==> src/rtl/m92_pkg.sv <==
// Shared types for the M92 CPU-side memory responders.
package m92_pkg;

    localparam int unsigned ROM_TAG_W = 17;

    typedef logic [63:0] rom_line_t;

    typedef enum logic [1:0] {
        IDLE,
        FETCH,
        DONE
    } rom_resp_state_t;

    // Word 0 lives in bits [15:0] of an SDRAM line.
    function automatic logic [15:0] rom_word(input rom_line_t line, input logic [1:0] sel);
        return line[{sel, 4'b0000} +: 16];
    endfunction

endpackage

==> src/rtl/m92_rom_responder.sv <==
// CPU ROM responder: single 64-bit line buffer in front of the SDRAM CPU-ROM port,
// one mem_ready pulse per CPU access, wait states on a miss.
module m92_rom_responder
    import m92_pkg::*;
#(
    parameter int unsigned           SDR_AW   = 25,
    parameter logic [SDR_AW-1:0]     SDR_BASE = '0
) (
    input  logic              clk_sys,
    input  logic              reset_n,
    input  logic              mem_req,
    input  logic              cpu_rom_memrq,
    input  logic [19:0]       rom_addr,
    input  logic              flush,
    output logic [15:0]       mem_dout,
    output logic              mem_ready,
    output logic              sdr_req,
    output logic [SDR_AW-1:0] sdr_addr,
    input  logic              sdr_ack,
    input  logic [63:0]       sdr_data
);

    rom_resp_state_t        state_q, state_d;
    rom_line_t              line_q, line_d;
    logic [ROM_TAG_W-1:0]   tag_q, tag_d;
    logic                   valid_q, valid_d;
    logic [ROM_TAG_W-1:0]   pend_tag_q, pend_tag_d;
    logic [1:0]             word_sel_q, word_sel_d;
    logic [15:0]            mem_dout_q, mem_dout_d;
    logic                   mem_ready_q, mem_ready_d;
    logic                   sdr_req_q, sdr_req_d;
    logic [SDR_AW-1:0]      sdr_addr_q, sdr_addr_d;

    logic                   start;
    logic                   hit;
    logic                   unused_byte_sel;

    // Byte lane is chosen by the CPU itself.
    assign unused_byte_sel = rom_addr[0];

    assign start = mem_req & cpu_rom_memrq;
    assign hit   = valid_q && (tag_q == rom_addr[19:3]);

    always_comb begin
        state_d     = state_q;
        line_d      = line_q;
        tag_d       = tag_q;
        valid_d     = valid_q;
        pend_tag_d  = pend_tag_q;
        word_sel_d  = word_sel_q;
        mem_dout_d  = mem_dout_q;
        mem_ready_d = 1'b0;
        sdr_req_d   = sdr_req_q;
        sdr_addr_d  = sdr_addr_q;

        unique case (state_q)
            IDLE: begin
                if (start) begin
                    if (hit) begin
                        mem_dout_d  = rom_word(line_q, rom_addr[2:1]);
                        mem_ready_d = 1'b1;
                        state_d     = DONE;
                    end else begin
                        pend_tag_d = rom_addr[19:3];
                        word_sel_d = rom_addr[2:1];
                        sdr_req_d  = 1'b1;
                        sdr_addr_d = SDR_BASE + SDR_AW'({rom_addr[19:3], 3'b000});
                        state_d    = FETCH;
                    end
                end
            end
            FETCH: begin
                if (sdr_ack) begin
                    line_d      = sdr_data;
                    tag_d       = pend_tag_q;
                    valid_d     = 1'b1;
                    sdr_req_d   = 1'b0;
                    mem_dout_d  = rom_word(sdr_data, word_sel_q);
                    mem_ready_d = 1'b1;
                    state_d     = DONE;
                end
            end
            DONE: begin
                if (!mem_req) begin
                    state_d = IDLE;
                end
            end
            default: state_d = IDLE;
        endcase

        // A flush racing a line fill still answers the CPU but leaves the buffer invalid.
        if (flush) begin
            valid_d = 1'b0;
        end
    end

    always_ff @(posedge clk_sys or negedge reset_n) begin
        if (!reset_n) begin
            state_q     <= IDLE;
            line_q      <= '0;
            tag_q       <= '0;
            valid_q     <= 1'b0;
            pend_tag_q  <= '0;
            word_sel_q  <= '0;
            mem_dout_q  <= '0;
            mem_ready_q <= 1'b0;
            sdr_req_q   <= 1'b0;
            sdr_addr_q  <= '0;
        end else begin
            state_q     <= state_d;
            line_q      <= line_d;
            tag_q       <= tag_d;
            valid_q     <= valid_d;
            pend_tag_q  <= pend_tag_d;
            word_sel_q  <= word_sel_d;
            mem_dout_q  <= mem_dout_d;
            mem_ready_q <= mem_ready_d;
            sdr_req_q   <= sdr_req_d;
            sdr_addr_q  <= sdr_addr_d;
        end
    end

    assign mem_dout  = mem_dout_q;
    assign mem_ready = mem_ready_q;
    assign sdr_req   = sdr_req_q;
    assign sdr_addr  = sdr_addr_q;

endmodule

==> config.mk <==
export PLATFORM = sky130hd
export DESIGN_NAME = m92_rom_responder
export DESIGN_NICKNAME = d
export VERILOG_FILES = /design/src/rtl/m92_pkg.sv /design/src/rtl/m92_rom_responder.sv
export SDC_FILE = /design/constraint.sdc
export NUM_CORES = 1
export LEC_CHECK = 0
export ABC_CLOCK_PERIOD_IN_PS = 4200
export BUFFER_PORTS_ARGS = -buffer_cell sky130_fd_sc_hd__buf_2
export CORE_MARGIN = 4
export CORE_UTILIZATION = 59
export CTS_CLUSTER_SIZE = 40
export DETAILED_ROUTE_END_ITERATION = 10
export MAX_ROUTING_LAYER = met4
export PLACE_DENSITY = 0.86
export SLEW_MARGIN = 25
export SYNTH_ARGS = -nofsm -noshare
export SYNTH_HDL_FRONTEND = slang
export SYNTH_SLANG_ARGS = --single-unit
==> constraint.sdc <==
create_clock -name clk_sys -period 4.2 [get_ports clk_sys]
set_clock_uncertainty 0.15 [all_clocks]
set_input_delay 0.21 -clock clk_sys [delete_from_list [all_inputs] [get_ports clk_sys]]
set_output_delay 0.21 -clock clk_sys [all_outputs]
set_load 0.03 [all_outputs]
==> impl_metrics.toml, run 1 <==
[status]
status = "completed"

[cts]
post-cts-setup-buffers = 0
cts_made_buffers = 17
root_buffer = "clkbuf_8"
worstSkewPairLatency_ns = 0.52
clk_pin_slew_ns = 0.06
cts_tree = "yes"
clock_sinks = 121
h-tree-depth = 4
cts_buffer_depth = 2

[final_layout]
utilization_pct = 82.2
syn2layout_area_growth_pct = 36.0
fill_cells = 511
layout.nets = 903
num_antenna_cells = 0
layout-drive-gt1-share_pct = 22.2

[min_path]
hp-class = "in -> async"

[timing]
slew_violations = 0
final.period_utilization_pct = 60.9
fin_setup_tns_ns = 0
fmax_mhz = 391
fin_crit_ns = 2.56
setup_ws_ns = 1.64
relSlewSlack_pct = 27.7
worst_slew_pin_slew_ns = 1.08
finalHoldViolations = 0
rsz0062_at_grt = "no"
finalSetupViolCount = 0

[floorplan]
dieArea_um2 = 11700
die_h_um = 108
die_w_um = 108
io_pins = 133
core-area_um2 = 9770
start_util_pct = 60.4
fp-row-count = 36

[power_and_ir_drop]
powerDensity_nw_per_um2 = 677
leakage_nw = 4.33
peakVddDrop_mv = 0.443

[critical_path]
crit_arrival_ns = 2.80
crit_path_start_kind = "flip-flop"
crit_slowest_cell = "a211o_2"
critPathKind = "reg -> reg"
end_kind = "flip-flop"
path_cells = "xor2_1 -> nor4_1 -> and3_4 -> a211o_2 -> mux2_2"
r2r_cells = 5
r2r-start = "tag_q[13]"
required_ns = 4.44
crit_fanout = 21
cpPeakStageDelay_ns = 0.58
critPathLaunch = "tag_q[13]"
rrSetupSlack_ns = 1.64
rr_endpoint = "word_sel_q[1]"
critPathCapture = "word_sel_q[1]"

[global_route]
overflow = 0
grtUsageTotal_pct = 32.7
grt_max_degree = 84
grt_pass1_wl_um = 28100
antenna_found_initial = 0
first_global_vias = 5701

[synth]
ys.flop_type = "dfrtp_1"
synth_most_common_cell = "nand2_1"
yosys_warnings = 0
async_flop_share_pct = 100
synth_top_area_share_pct = 51.3
synth_top_cell_by_area = "dfrtp_1"
netlist_top_cells_area = "dfrtp_1 (51%), nand2_1 (16%), mux2i_1 (13%)"
synth-seq-cells = 121
netlist_instances = 614
ys_seq_area_share_pct = 51.3
netlist_top_cells_count = "nand2_1 (247), dfrtp_1 (121), mux2i_1 (79)"
synth_cell_type_count = 31
syn_area_um2 = 5910
synth_edf_count = 0
syn_avg_cell_area_um2 = 9.62

[detailed_routing]
drtAntennaViolNets = 0
drt-initial-drc-count = 496
drc = 0
avgRoutedWirePerCell_um = 18.7
vias = 5334
routed_wl_um = 17900
dr.pass1.iters = 5
routed_via_density = 5.57

[placed_design]
place_hpwl_um = 9960
pre_cts_ws_ns = 1.78
place_congestion = 0.861
io_buffers = 123

[flow_run]
drv_cap = 0
[through the flow]
| step | instance area (µm²) | hold slack [ns] | total power [W] | instances |
|---|---|---|---|---|
| 6_report | 8030 | 0.249 | 0.00544 | 958 |
| 5_1_grt | 8030 | 0.236 | 0.00572 | 958 |
| 4_1_cts | 8030 | 0.205 | 0.00538 | 958 |
| 3_5_place_dp | 6530 | -0.137 | 0.00375 | 839 |
| 3_3_place_gp | 6530 | -0.137 | 0.00362 | 839 |
| 2_1_floorplan | 5930 | -0.236 | 0.00323 | 621 |
[power breakdown]
group	switching [W]	internal [W]	leakage [nW]
clock	0.000499	0.00104	0.307
combinational	0.00106	0.000731	2.53
sequential	0.000411	0.00170	1.49
[layout by cell type, fill, tap and decap left out, drive strengths merged]
cell / Yosys / routed
xnor2: 6 / 6
nand4: 1 / 1
bufinv: 0 / 4
and3: 1 / 1
buf: 24 / 127
inv: 19 / 19
clkinvlp: 0 / 1
conb: 1 / 8
dfrtp: 121 / 121
o22ai: 31 / 31
nand2: 247 / 247
and2: 1 / 1
mux2: 20 / 20
nand3b: 1 / 1
nand2b: 4 / 4
mux2i: 79 / 79
a31oi: 2 / 2
dlygate4sd3: 0 / 88
clkinv: 0 / 2
o21ai: 4 / 4
nor2b: 1 / 1
o22a: 1 / 1
a222oi: 1 / 1
xor2: 8 / 8
nor2: 18 / 18
clkbuf: 18 / 24
o221ai: 1 / 1
nor4: 3 / 3
a211o: 1 / 1
[critical path: cells and delay by family, from the launching register on]
kind | cells | cell delay (ns)
multiplexers | 1 | 0.41
AND/OR/NAND/NOR | 2 | 0.73
AO/OA/AOI/OAI | 1 | 0.58
flip-flops | 1 | 0.40
XOR/XNOR | 1 | 0.15
[sequential cells by signal, indices dropped and copies added (netlist names)]
name / flops
line_q: 64
pend_tag_q: 17
tag_q: 17
mem_dout: 16
state_q: 2
word_sel_q: 2
mem_ready: 1
sdr_req: 1
valid_q: 1
[worst min-delay path by stage]
| stage | from | end | cells after the start |
|---|---|---|---|
| floorplan | reset_n | line_q[0] | 0 |
| global placement | reset_n | line_q[17] | 1 |
| detailed placement | reset_n | line_q[49] | 1 |
| CTS | flush | valid_q | 3 |
| global route | flush | valid_q | 3 |
| finish | reset_n | mem_dout[3] | 3 |
[cell families (layout without fill, tap and decap cells)]
kind of cell,after synthesis,after routing,share of synthesized area (%)
other,1,8,0.0635
flip-flops,121,121,51.3
AND/OR/NAND/NOR,277,277,18.5
buffers and inverters,61,265,5.04
AO/OA/AOI/OAI,41,41,4.72
multiplexers,99,99,18.3
XOR/XNOR,14,14,2.08
[timing repair]
item	CTS	global route
hold buffers	88	0
endpoints found under the hold margin	206	0
resized for setup	0	0
[layout make-up]
type                       count  area, µm²  area share [%]
inverter                      19       71.3           0.888
timing repair buffer         215       1530            19.0
multi-input combinational    439       2610            32.5
tap                          133        166            2.07
clock inverter                 7        138            1.71
clock buffer                  24        490            6.10
sequential                   121       3030            37.7
[routing by layer]
metal  global-route usage [%]  vias to the layer above  share of wire (%)
met2                     55.9                      270                 52
met1                     36.3                     2606                 37
met5                        -                        -                  0
met4                     15.7                        0                4.0
li1                         -                     2389                  -
met3                     7.34                       69                7.2
No activity file was read; power rests on OpenSTA's default activity.
==> run 2, diff against run 1 <==
--- a/config.mk
+++ b/config.mk
@@ -5,14 +5,14 @@
 export SDC_FILE = /design/constraint.sdc
 export NUM_CORES = 1
 export LEC_CHECK = 0
-export ABC_CLOCK_PERIOD_IN_PS = 4200
+export ABC_CLOCK_PERIOD_IN_PS = 2450
 export BUFFER_PORTS_ARGS = -buffer_cell sky130_fd_sc_hd__buf_2
 export CORE_MARGIN = 4
-export CORE_UTILIZATION = 59
+export CORE_UTILIZATION = 54
 export CTS_CLUSTER_SIZE = 40
 export DETAILED_ROUTE_END_ITERATION = 10
 export MAX_ROUTING_LAYER = met4
-export PLACE_DENSITY = 0.86
+export PLACE_DENSITY = 0.8
 export SLEW_MARGIN = 25
 export SYNTH_ARGS = -nofsm -noshare
 export SYNTH_HDL_FRONTEND = slang
==> constraint.sdc (replaced) <==
create_clock -name clk_sys -period 2.45 [get_ports clk_sys]
set_clock_uncertainty 0.15 [all_clocks]
set_input_delay 0.1225 -clock clk_sys [delete_from_list [all_inputs] [get_ports clk_sys]]
set_output_delay 0.1225 -clock clk_sys [all_outputs]
set_load 0.03 [all_outputs]
==> impl_metrics.toml, run 2 (synthesized netlist as in run 1, its figures left out) <==
[final_layout]
final_cell_mix = "nand2_1 (246), buf_2 (122), dfrtp_1 (120)"
layout-drive-gt1-share_pct = 23.3
reg_top3 = "line_q x64, pend_tag_q x17, tag_q x17"
utilization_pct = 77.5
largest_register_ffs = 64
fill_cells = 627
layout.nets = 911
stdcell_count = 972
final_common_cell = "nand2_1"
syn2layout_area_growth_pct = 37.9
top_register = "line_q"

[timing]
finalHoldViolations = 0
hold_slack_ns = 0.0318
final.period_utilization_pct = 92.2
slew_violations = 0
finalSetupViolCount = 0
setup_ws_ns = 0.191
fmax_mhz = 443
fin_setup_tns_ns = 0
rsz0062_at_grt = "no"
relSlewSlack_pct = 50.2
fin_crit_ns = 2.26
worst_slew_pin_slew_ns = 0.747

[min_path]
hp-class = "in -> async"

[critical_path]
crit_path_start_kind = "flip-flop"
crit_slowest_cell = "dlygate4sd3_1"
crit_fanout = 3
cpPeakStageDelay_ns = 0.59
worst-path-buf-inv = 1
cp_top_family = "simple AND/OR/NAND/NOR gates"
end_kind = "flip-flop"
crit_arrival_ns = 2.57
critPathKind = "reg -> reg"
required_ns = 2.76
path_cells = "xor2_1 -> nor4_1 -> and3_4 -> a31oi_1 -> o21ai_0 -> dlygate4sd3_1"

[floorplan]
die_w_um = 113
dieArea_um2 = 12700
core-area_um2 = 10500
start_util_pct = 56.2
die_h_um = 113
fp-row-count = 37
io_pins = 133

[power_and_ir_drop]
pwr-share-seq_pct = 38.2
comb_power_share_pct = 34.0
clkPwrFrac_pct = 27.8
p_sw_w = 0.00344
intPower_w = 0.00589
p_sw_share_pct = 36.9
peakVddDrop_mv = 0.717
leakage_nw = 4.38
powerDensity_nw_per_um2 = 1150

[status]
status = "completed"

[placed_design]
place_congestion = 0.861
dp_cells = 851
place_hpwl_um = 10300
pre_cts_ws_ns = 0.342
io_buffers = 123

[cts]
cts_made_buffers = 17
clk_pin_slew_ns = 0.06
clock_sinks = 121
h-tree-depth = 4
root_buffer = "clkbuf_8"
worstSkewPairLatency_ns = 0.53
cts_tree = "yes"
cts_buffer_depth = 2

[detailed_routing]
routed_via_density = 5.57
drtAntennaViolNets = 0
drt-initial-drc-count = 513
drc = 0
avgRoutedWirePerCell_um = 18.6
routed_wl_um = 18100
dr.pass1.iters = 5
vias = 5416

[global_route]
grt_pass1_wl_um = 29200
antenna_found_initial = 1
grt_max_degree = 84
first_global_vias = 5821
overflow = 0
grtUsageTotal_pct = 30.0

[flow_run]
drv_cap = 0
-- run 2: repair_timing --
action | CTS | global route
buffers inserted | 0 | 0
resized for setup | 0 | 0
hold endpoints to repair | 147 | 0
hold buffers | 87 | 0
-- run 2: final timing paths --
kind | from | end | slack (ns) | depth (start not counted)
max in group asynchronous | reset_n | line_q[13] | 1.37 | 3
hold reg to reg | line_q[7] | line_q[7] | 0.33 | 2
setup reg to reg | tag_q[12] | state_q[1] | 0.19 | 6
setup / recovery | tag_q[12] | state_q[1] | 0.19 | 6
hold / removal | reset_n | line_q[16] | 0.03 | 2
min in group clk_sys | flush | valid_q | 0.13 | 3
-- run 2: power by group through the flow --
stage	Clock, W	Sequential, W	Combinational, W
2_1_floorplan	0	0.00384	0.00171
3_3_place_gp	0	0.00347	0.00282
3_5_place_dp	0	0.00353	0.00294
4_1_cts	0.00259	0.00352	0.00309
5_1_grt	0.00269	0.00366	0.00346
6_report	0.00259	0.00356	0.00317
-- run 2: layer usage --
metal,track usage [%],vias to the layer above,share of wire (%)
met2,47.7,342,49
met4,15.5,0,4.8
met1,35.1,2585,38
li1,-,2407,-
met5,-,-,0
met3,7.71,82,7.8
-- run 2: final cells by class --
class / instances / area (µm²) / area share [%]
Multi-Input combinational cell: 439 / 2610 / 32.1
Tap cell: 136 / 170 / 2.09
Sequential cell: 121 / 3030 / 37.2
Antenna cell: 2 / 5.00 / 0.0615
Clock buffer: 19 / 432 / 5.30
Clock inverter: 13 / 175 / 2.15
Inverter: 19 / 71.3 / 0.876
Timing Repair Buffer: 223 / 1650 / 20.3
-- run 2: stage by stage --
| stage | area [µm²] | power, W |
|---|---|---|
| after floorplan | 5930 | 0.00554 |
| after global placement | 6660 | 0.00629 |
| after detailed placement | 6660 | 0.00647 |
| after CTS | 8140 | 0.00919 |
| after global routing | 8140 | 0.00981 |
| final | 8140 | 0.00933 |
